File: config.mk
export PLATFORM = sky130hd
export DESIGN_NAME = inst_prefetch_register
export DESIGN_NICKNAME = d
export VERILOG_FILES = /design/src/rtl/cpu_pkg.sv /design/src/rtl/ipr_fifo_mem.sv /design/src/rtl/inst_prefetch_register.sv
export SDC_FILE = /design/constraint.sdc
export NUM_CORES = 1
export LEC_CHECK = 0
export CORE_UTILIZATION = 49
export DETAILED_ROUTE_END_ITERATION = 10
export PLACE_DENSITY = 0.8
export SLEW_MARGIN = 0
export SYNTH_ARGS = -nofsm -noshare
export SYNTH_HDL_FRONTEND = slang
export SYNTH_HIERARCHICAL = 1
export SYNTH_SLANG_ARGS = --single-unit
File: constraint.sdc
create_clock -name CLK -period 3.5 [get_ports CLK]
set_input_delay 0.7 -clock CLK [delete_from_list [all_inputs] [get_ports CLK]]
set_output_delay 0.7 -clock CLK [all_outputs]
set_load 0.01 [all_outputs]
File: src/rtl/cpu_pkg.sv
// Shared CPU word-format definitions used by the fetch/decode path.
package cpu_pkg;

  localparam int WORD_SIZE = 19;
  localparam int OPCODE_W  = 5;
  localparam int ADDR_W    = 14;

  typedef logic [WORD_SIZE-1:0] instr_t;
  typedef logic [OPCODE_W-1:0]  opcode_t;
  typedef logic [ADDR_W-1:0]    addr_t;

endpackage

File: src/rtl/ipr_fifo_mem.sv
// Register array backing the prefetch queue: one synchronous write port,
// one asynchronous read port.
module ipr_fifo_mem #(
  parameter int WIDTH = 19,
  parameter int DEPTH = 4,
  localparam int AW   = $clog2(DEPTH)
) (
  input  logic             CLK,
  input  logic             WE,
  input  logic [AW-1:0]    WADDR,
  input  logic [WIDTH-1:0] WDATA,
  input  logic [AW-1:0]    RADDR,
  output logic [WIDTH-1:0] RDATA
);

  logic [WIDTH-1:0] mem [DEPTH];

  always_ff @(posedge CLK) begin
    if (WE) mem[WADDR] <= WDATA;
  end

  assign RDATA = mem[RADDR];

endmodule

File: src/rtl/inst_prefetch_register.sv
// DEPTH-entry instruction prefetch queue between fetch and decode.
// Define IPR_PARITY_EN to store a parity bit per entry and report PAR_ERR.
module inst_prefetch_register #(
  parameter int WORD_SIZE = cpu_pkg::WORD_SIZE,
  parameter int OPCODE_W  = cpu_pkg::OPCODE_W,
  parameter int ADDR_W    = cpu_pkg::ADDR_W,
  parameter int DEPTH     = 4
) (
  input  logic                  CLK,
  input  logic                  RST_N,
  input  logic                  FLUSH,
  input  logic                  IN_VALID,
  output logic                  IN_READY,
  input  logic [WORD_SIZE-1:0]  INSTR,
`ifdef IPR_PARITY_EN
  input  logic                  INSTR_PAR,
  output logic                  PAR_ERR,
`endif
  output logic                  OUT_VALID,
  input  logic                  OUT_READY,
  output logic [OPCODE_W-1:0]   OPCODE,
  output logic [ADDR_W-1:0]     ADDRESS,
  output logic [$clog2(DEPTH):0] COUNT
);

  localparam int PTR_W = $clog2(DEPTH);
  localparam int CNT_W = PTR_W + 1;
`ifdef IPR_PARITY_EN
  localparam int ENTRY_W = WORD_SIZE + 1;
`else
  localparam int ENTRY_W = WORD_SIZE;
`endif

  logic [PTR_W-1:0]     wr_ptr, rd_ptr;
  logic [CNT_W-1:0]     count, count_next;
  logic                 in_ready_q;
  logic                 push, pop;
  logic [ENTRY_W-1:0]   wr_entry, rd_entry;
  logic [WORD_SIZE-1:0] held_word, head_word;

  assign OUT_VALID = (count != '0);
  assign push      = IN_VALID && in_ready_q;
  assign pop       = OUT_VALID && OUT_READY;

`ifdef IPR_PARITY_EN
  assign wr_entry = {INSTR_PAR, INSTR};
  assign PAR_ERR  = OUT_VALID && (^rd_entry);
`else
  assign wr_entry = INSTR;
`endif

  ipr_fifo_mem #(
    .WIDTH (ENTRY_W),
    .DEPTH (DEPTH)
  ) u_mem (
    .CLK   (CLK),
    .WE    (push && !FLUSH),
    .WADDR (wr_ptr),
    .WDATA (wr_entry),
    .RADDR (rd_ptr),
    .RDATA (rd_entry)
  );

  always_comb begin
    count_next = count;
    case ({push, pop})
      2'b10:   count_next = count + 1'b1;
      2'b01:   count_next = count - 1'b1;
      default: count_next = count;
    endcase
  end

  // IN_READY is a registered copy of "not full" so it never depends on OUT_READY.
  always_ff @(posedge CLK or negedge RST_N) begin
    if (!RST_N) begin
      wr_ptr     <= '0;
      rd_ptr     <= '0;
      count      <= '0;
      in_ready_q <= 1'b1;
    end else if (FLUSH) begin
      wr_ptr     <= '0;
      rd_ptr     <= '0;
      count      <= '0;
      in_ready_q <= 1'b1;
    end else begin
      if (push) wr_ptr <= wr_ptr + 1'b1;
      if (pop)  rd_ptr <= rd_ptr + 1'b1;
      count      <= count_next;
      in_ready_q <= (count_next != CNT_W'(DEPTH));
    end
  end

  // Remember the last visible head so the fields hold once the queue drains.
  always_ff @(posedge CLK or negedge RST_N) begin
    if (!RST_N)         held_word <= '0;
    else if (OUT_VALID) held_word <= rd_entry[WORD_SIZE-1:0];
  end

  assign head_word = OUT_VALID ? rd_entry[WORD_SIZE-1:0] : held_word;
  assign OPCODE    = head_word[WORD_SIZE-1 -: OPCODE_W];
  assign ADDRESS   = head_word[ADDR_W-1:0];
  assign IN_READY  = in_ready_q;
  assign COUNT     = count;

endmodule
==> results.json, run 1 <==
{
  "outcome": "complete, no violations",
  "setup_violations": 0,
  "antenna_cells": 0,
  "async_flop_share": 0.262,
  "cts_made_buffers": 9,
  "dpl_cell_area_um2": 4540,
  "required_ns": 2.80,
  "synth.distinct_cells": 27,
  "grt_pass1_wl_um": 10500,
  "crit_path_end": "ADDRESS[3]",
  "postRouteAntennaNets": 0,
  "yosys-top-cells-area": "edfxtp_1 (58%), dfrtp_1 (17%), mux4_1 (6.0%)",
  "num_vias": 1909,
  "start_kind": "flop",
  "finalCriticalPeriod_ns": 3.18,
  "pin_count": 48,
  "yosysMostFrequentCell": "edfxtp_1",
  "power_mw": 3.75,
  "fp.coreArea_um2": 7770,
  "grt_usage": 0.173,
  "worstPathCellList": "buf_4 > mux4_1 > mux2_2 > clkdlybuf4s50_1",
  "switching_share": 0.282,
  "path_buf_inv": 2,
  "numPortBuffers": 47,
  "ff_latch_area_um2": 2960,
  "syn_avg_cell_area_um2": 21.2,
  "worstHoldStart": "held_word[9]$_DFF_PN0_",
  "worst_pin_slew_ns": 0.851,
  "rsz0062_at_grt": "no",
  "viasPerCell": 5.44,
  "drt-total-wl_um": 6570,
  "cts_buffer_depth": 2,
  "layout-drive-gt1-share": 0.221,
  "worstSetupPathType": "reg -> out",
  "gp_congestion": 0.704,
  "cts_resized": 0,
  "r2r_slack_ns": 1.32,
  "synth_largest_area_cell": "edfxtp_1",
  "area_growth_syn_to_layout_pct": 20.9,
  "grt_pass1_vias": 2014,
  "critPathTopFamily": "multiplexers",
  "hold_ws_ns": 0.505,
  "syn_area_um2": 3940,
  "synth_cells": 186,
  "clk_latency_ns": 0.36,
  "crit_fanout": 19,
  "synth_edf_count": 76,
  "die_h_um": 91.7,
  "p_seq_frac": 0.423,
  "max_freq_ghz": 0.314,
  "synth_nets": 212,
  "end_kind": "output pin",
  "ys_ff_latch": 103,
  "r2r-start": "COUNT[1]$_DFF_PN0_",
  "clk_pin_slew_ns": 0.09,
  "maxSlewHeadroom": 0.433,
  "start_util": 0.508,
  "antenna_found_initial": 0,
  "rows": 32,
  "crit_path_max_incr_delay_ns": 0.62,
  "cts_tree": "done",
  "synth_warnings": 6,
  "routedWlPerCell_um": 18.7,
  "synth_commonest_cells": "edfxtp_1 (76), dfrtp_1 (26), mux2_2 (19)",
  "dieArea_um2": 8410,
  "place_hpwl_um": 3870,
  "finalNetCount": 270,
  "multi_input_area_um2": 912,
  "comb_power_share": 0.359,
  "power_density_nw_per_um2": 788,
  "cpMaxStageDelayCell": "mux4_1",
  "hold_buffers": 0,
  "finalMaxSlewViolations": 0,
  "postCtsSetupBuffers": 0,
  "fillers": 559,
  "ctsHtreeMaxLevel": 3,
  "clockRootBuffer": "clkbuf_8",
  "cp.depth": 4,
  "dr.pass1.iters": 4,
  "synth_top_area_share": 0.579,
  "finalHoldViolations": 0,
  "critical_path_arrival_ns": 2.48,
  "fin_area_um2": 4770,
  "critPathLaunch": "rd_ptr[0]$_DFFE_PN0P_",
  "switching_power_mw": 1.06,
  "clock_power_share": 0.218,
  "timing.rr.end": "IN_READY$_DFF_PN1_",
  "p_int_mw": 2.70,
  "irDropWorstVdd_uv": 392,
  "grt_max_degree": 28,
  "dieWidth_um": 91.7,
  "grt-ovfl-total": 0,
  "skew_ns": 0.0115,
  "rr_worst_depth": 8,
  "ys_seq_area_frac": 0.751,
  "hp-class": "reg -> reg",
  "p_leak_nw": 1.68,
  "finalCritPeriodShare": 0.909,
  "setup_tns_ns": 0,
  "drc": 0,
  "drtIter0Drc": 65,
  "synthFlopType": "edfxtp_1",
  "cts.sinks": 103,
  "drv_cap": 0
}
## worst register-to-register path: stages, from the launching register on
cell     delay [ns]
dfrtp_1        0.46
o31ai_1        0.40
inv_1          0.09
ha_1           0.23
inv_1          0.07
fa_1           0.42
and3b_1        0.19
a31oi_1        0.15
a211o_1        0.12
## worst min path at each step
stage / end / slack (ns) / cells after the start
3_3_place_gp: held_word[5]$_DFF_PN0_ / 0.48 / 1
5_1_grt: held_word[13]$_DFF_PN0_ / 0.52 / 1
2_1_floorplan: COUNT[0]$_DFF_PN0_ / 0.40 / 0
3_5_place_dp: held_word[0]$_DFF_PN0_ / 0.49 / 1
4_1_cts: held_word[2]$_DFF_PN0_ / 0.51 / 1
6_report: held_word[9]$_DFF_PN0_ / 0.50 / 1
## routing by layer
metal / GRT usage / vias to the layer above / part of all wire
met3: 0.0456 / 9 / 0.040
met2: 0.290 / 43 / 0.53
li1: - / 862 / -
met5: 0 / - / 0
met4: 0.0742 / 0 / 0.017
met1: 0.215 / 995 / 0.42
## logic make-up after synthesis
| kind of cell | synth area share |
|---|---|
| simple gates | 0.0257 |
| mux | 0.171 |
| compound gates | 0.0121 |
| xor+xnor | 0.0111 |
| flops | 0.751 |
| fa+ha+maj | 0.00825 |
| buf+inv | 0.0209 |
## registers in the layout, summed over array words and instances, names as in the netlist
signal / flops
u_mem/mem: 76
IN_READY: 1
rd_ptr: 2
COUNT: 3
held_word: 19
wr_ptr: 2
## layout make-up
cell class / count / area share
clock buffers: 9 / 0.0260
clock inverters: 7 / 0.0215
inverters: 5 / 0.00394
multi-input cells: 71 / 0.191
flip-flops and latches: 103 / 0.621
well taps: 102 / 0.0268
repair buffers: 54 / 0.110
## per-stage QoR
stage | setup WS [ns] | std cells | utilization
global route | 0.177 | 351 | 0.614
detailed placement | 0.638 | 335 | 0.585
finish | 0.317 | 351 | 0.614
global placement | 0.669 | 335 | 0.585
CTS | 0.272 | 351 | 0.614
floorplan | 0.596 | 186 | -
## cell usage in the layout, fill, tap and decap left out
master	count
nor3_4	1
ha_1	1
nand2_1	2
clkinv_4	1
mux2_2	19
mux4_1	9
and3_1	1
mux4_2	10
a31oi_1	1
nand3_1	1
clkinvlp_4	1
nor2_1	7
o31ai_1	1
nor3b_2	1
xor2_1	5
edfxtp_1	76
inv_6	3
buf_4	7
fa_1	1
bufinv_16	2
a21oi_1	3
or3_1	2
inv_1	5
clkdlybuf4s50_1	47
a211o_1	1
dfstp_2	1
o21ai_0	2
dfrtp_1	26
clkbuf_8	9
and3b_1	3
## power groups by stage
stage | clock network (mW) | registers, mW | logic (mW)
floorplan | 0 | 1.58 | 0.810
global placement | 0 | 1.60 | 1.34
detailed placement | 0 | 1.62 | 1.36
CTS | 0.841 | 1.59 | 1.37
global route | 0.902 | 1.61 | 1.45
finish | 0.819 | 1.59 | 1.35
(Power assumes the default switching activity.)
==> run 2, diff against run 1 <==
--- a/config.mk
+++ b/config.mk
@@ -5,6 +5,7 @@
 export SDC_FILE = /design/constraint.sdc
 export NUM_CORES = 1
 export LEC_CHECK = 0
+export ABC_CLOCK_PERIOD_IN_PS = 3500
 export CORE_UTILIZATION = 49
 export DETAILED_ROUTE_END_ITERATION = 10
 export PLACE_DENSITY = 0.8
==> results of run 2 <==
The final DEF is identical to that of run 1; final timing and power are the same.
==> run 3, diff against run 2 <==
--- a/config.mk
+++ b/config.mk
@@ -8,6 +8,8 @@
 export ABC_CLOCK_PERIOD_IN_PS = 3500
 export CORE_UTILIZATION = 49
 export DETAILED_ROUTE_END_ITERATION = 10
+export GPL_TIMING_DRIVEN = 1
+export MAX_ROUTING_LAYER = met4
 export PLACE_DENSITY = 0.8
 export SLEW_MARGIN = 0
 export SYNTH_ARGS = -nofsm -noshare
==> results.json, run 3 (synthesized netlist as in run 1, its figures left out) <==
{
  "grt-ovfl-total": 0,
  "grt_pass1_vias": 2016,
  "setup_violations": 0,
  "finalHoldViolations": 0,
  "postRouteAntennaNets": 0,
  "routedWlPerCell_um": 18.8,
  "antenna_cells": 0,
  "antenna_found_initial": 0,
  "outcome": "complete, no violations",
  "min_path_cells": 1,
  "utilization": 0.614,
  "cts_resized": 0,
  "largest_register_ffs": 76,
  "skew_ns": 0.0118,
  "timing.rr.end": "IN_READY$_DFF_PN1_",
  "dieWidth_um": 91.7,
  "rsz0062_at_grt": "no",
  "cts.sinks": 103,
  "max_freq_ghz": 0.314,
  "mostFrequentLayoutCell": "edfxtp_1",
  "r2r_slack_ns": 1.31,
  "finalMaxSlewViolations": 0,
  "setup_tns_ns": 0,
  "cts_buffer_depth": 2,
  "drv_cap": 0,
  "worst_pin_slew_ns": 0.868,
  "hold_buffers": 0,
  "start_kind": "flop",
  "final_cells": 351,
  "rr_worst_depth": 8,
  "gp_congestion": 0.712,
  "area_growth_syn_to_layout_pct": 20.9,
  "fillers": 559,
  "final_cell_mix": "edfxtp_1 (76), clkdlybuf4s50_1 (47), dfrtp_1 (26)",
  "postCtsSetupBuffers": 0,
  "crit_fanout": 19,
  "finalNetCount": 270,
  "dpl.cell_count": 335,
  "whs_endpoint": "held_word[2]$_DFF_PN0_",
  "largest-register": "u_mem/mem",
  "maxSlewHeadroom": 0.422,
  "drt-total-wl_um": 6610,
  "end_kind": "output pin",
  "dr.pass1.iters": 4,
  "cts_tree": "done",
  "r2r-start": "COUNT[1]$_DFF_PN0_",
  "place_hpwl_um": 3870,
  "power_density_nw_per_um2": 788,
  "critical_path_arrival_ns": 2.48,
  "rows": 32,
  "power_mw": 3.76,
  "clockRootBuffer": "clkbuf_8",
  "pin_count": 48,
  "grt_pass1_wl_um": 10400,
  "drc": 0,
  "hp-class": "reg -> reg",
  "viasPerCell": 5.44,
  "die_h_um": 91.7,
  "cts_made_buffers": 9,
  "fp.coreArea_um2": 7770,
  "worstSetupPathType": "reg -> out",
  "numPortBuffers": 47,
  "ctsHtreeMaxLevel": 3,
  "dpl_cell_area_um2": 4540,
  "clk_pin_slew_ns": 0.10,
  "num_vias": 1910,
  "finalCriticalPeriod_ns": 3.18,
  "start_util": 0.508,
  "dieArea_um2": 8410,
  "grt_max_degree": 28,
  "p_leak_nw": 1.68,
  "drtIter0Drc": 80,
  "clk_latency_ns": 0.36,
  "worstHoldStart": "held_word[2]$_DFF_PN0_",
  "required_ns": 2.80,
  "irDropWorstVdd_uv": 392,
  "layout-drive-gt1-share": 0.221,
  "fin_area_um2": 4770,
  "finalCritPeriodShare": 0.909,
  "grt_usage": 0.178
}
## run 3: cell counts in the layout (fill, tap and decap cells not counted)
Identical to the previous run, type by type.
## run 3: area by class of cell
type / instances / area (um2) / share of cell area
clock buffer: 9 / 124 / 0.0260
tap: 102 / 128 / 0.0268
sequential: 103 / 2960 / 0.621
timing repair buffer: 54 / 523 / 0.110
inverter: 5 / 18.8 / 0.00394
multi-input combinational: 71 / 912 / 0.191
clock inverter: 7 / 103 / 0.0215
## run 3: metal layers
| metal | track usage | vias to the layer above | part of all wire |
|---|---|---|---|
| met4 | 0.0742 | 0 | 0.018 |
| li1 | - | 862 | - |
| met5 | - | - | 0 |
| met1 | 0.215 | 999 | 0.43 |
| met2 | 0.291 | 39 | 0.52 |
| met3 | 0.0439 | 10 | 0.033 |
## run 3: critical path, cell delays in order, from the launching register on
cell and delay (ns):
dfrtp_1 0.39, buf_4 0.35, mux4_1 0.62, mux2_2 0.29, clkdlybuf4s50_1 0.48
## run 3: per-stage QoR
| stage | worst slack (ns) | hold slack [ns] |
|---|---|---|
| 3_5_place_dp | 0.638 | 0.486 |
| 5_1_grt | 0.177 | 0.518 |
| 4_1_cts | 0.272 | 0.510 |
| 2_1_floorplan | 0.596 | 0.404 |
| 6_report | 0.318 | 0.504 |
| 3_3_place_gp | 0.669 | 0.479 |
## run 3: where the power goes
part | leakage [nW] | switching, mW | internal [mW]
registers | 1.02 | 0.0869 | 1.50
logic | 0.548 | 0.563 | 0.785
clock network | 0.111 | 0.409 | 0.412
total | 1.68 | 1.06 | 2.70
## run 3: worst max-delay path by stage
stage / from / end / slack [ns] / cells past startpoint
after detailed placement: OUT_READY / IN_READY$_DFF_PN1_ / 0.64 / 9
after floorplan: FLUSH / u_mem/mem[0][0]$_DFFE_PP_ / 0.60 / 3
after CTS: rd_ptr[0]$_DFFE_PN0P_ / ADDRESS[3] / 0.27 / 4
final: rd_ptr[0]$_DFFE_PN0P_ / ADDRESS[3] / 0.32 / 4
after global placement: OUT_READY / IN_READY$_DFF_PN1_ / 0.67 / 9
after global routing: rd_ptr[0]$_DFFE_PN0P_ / ADDRESS[3] / 0.18 / 4
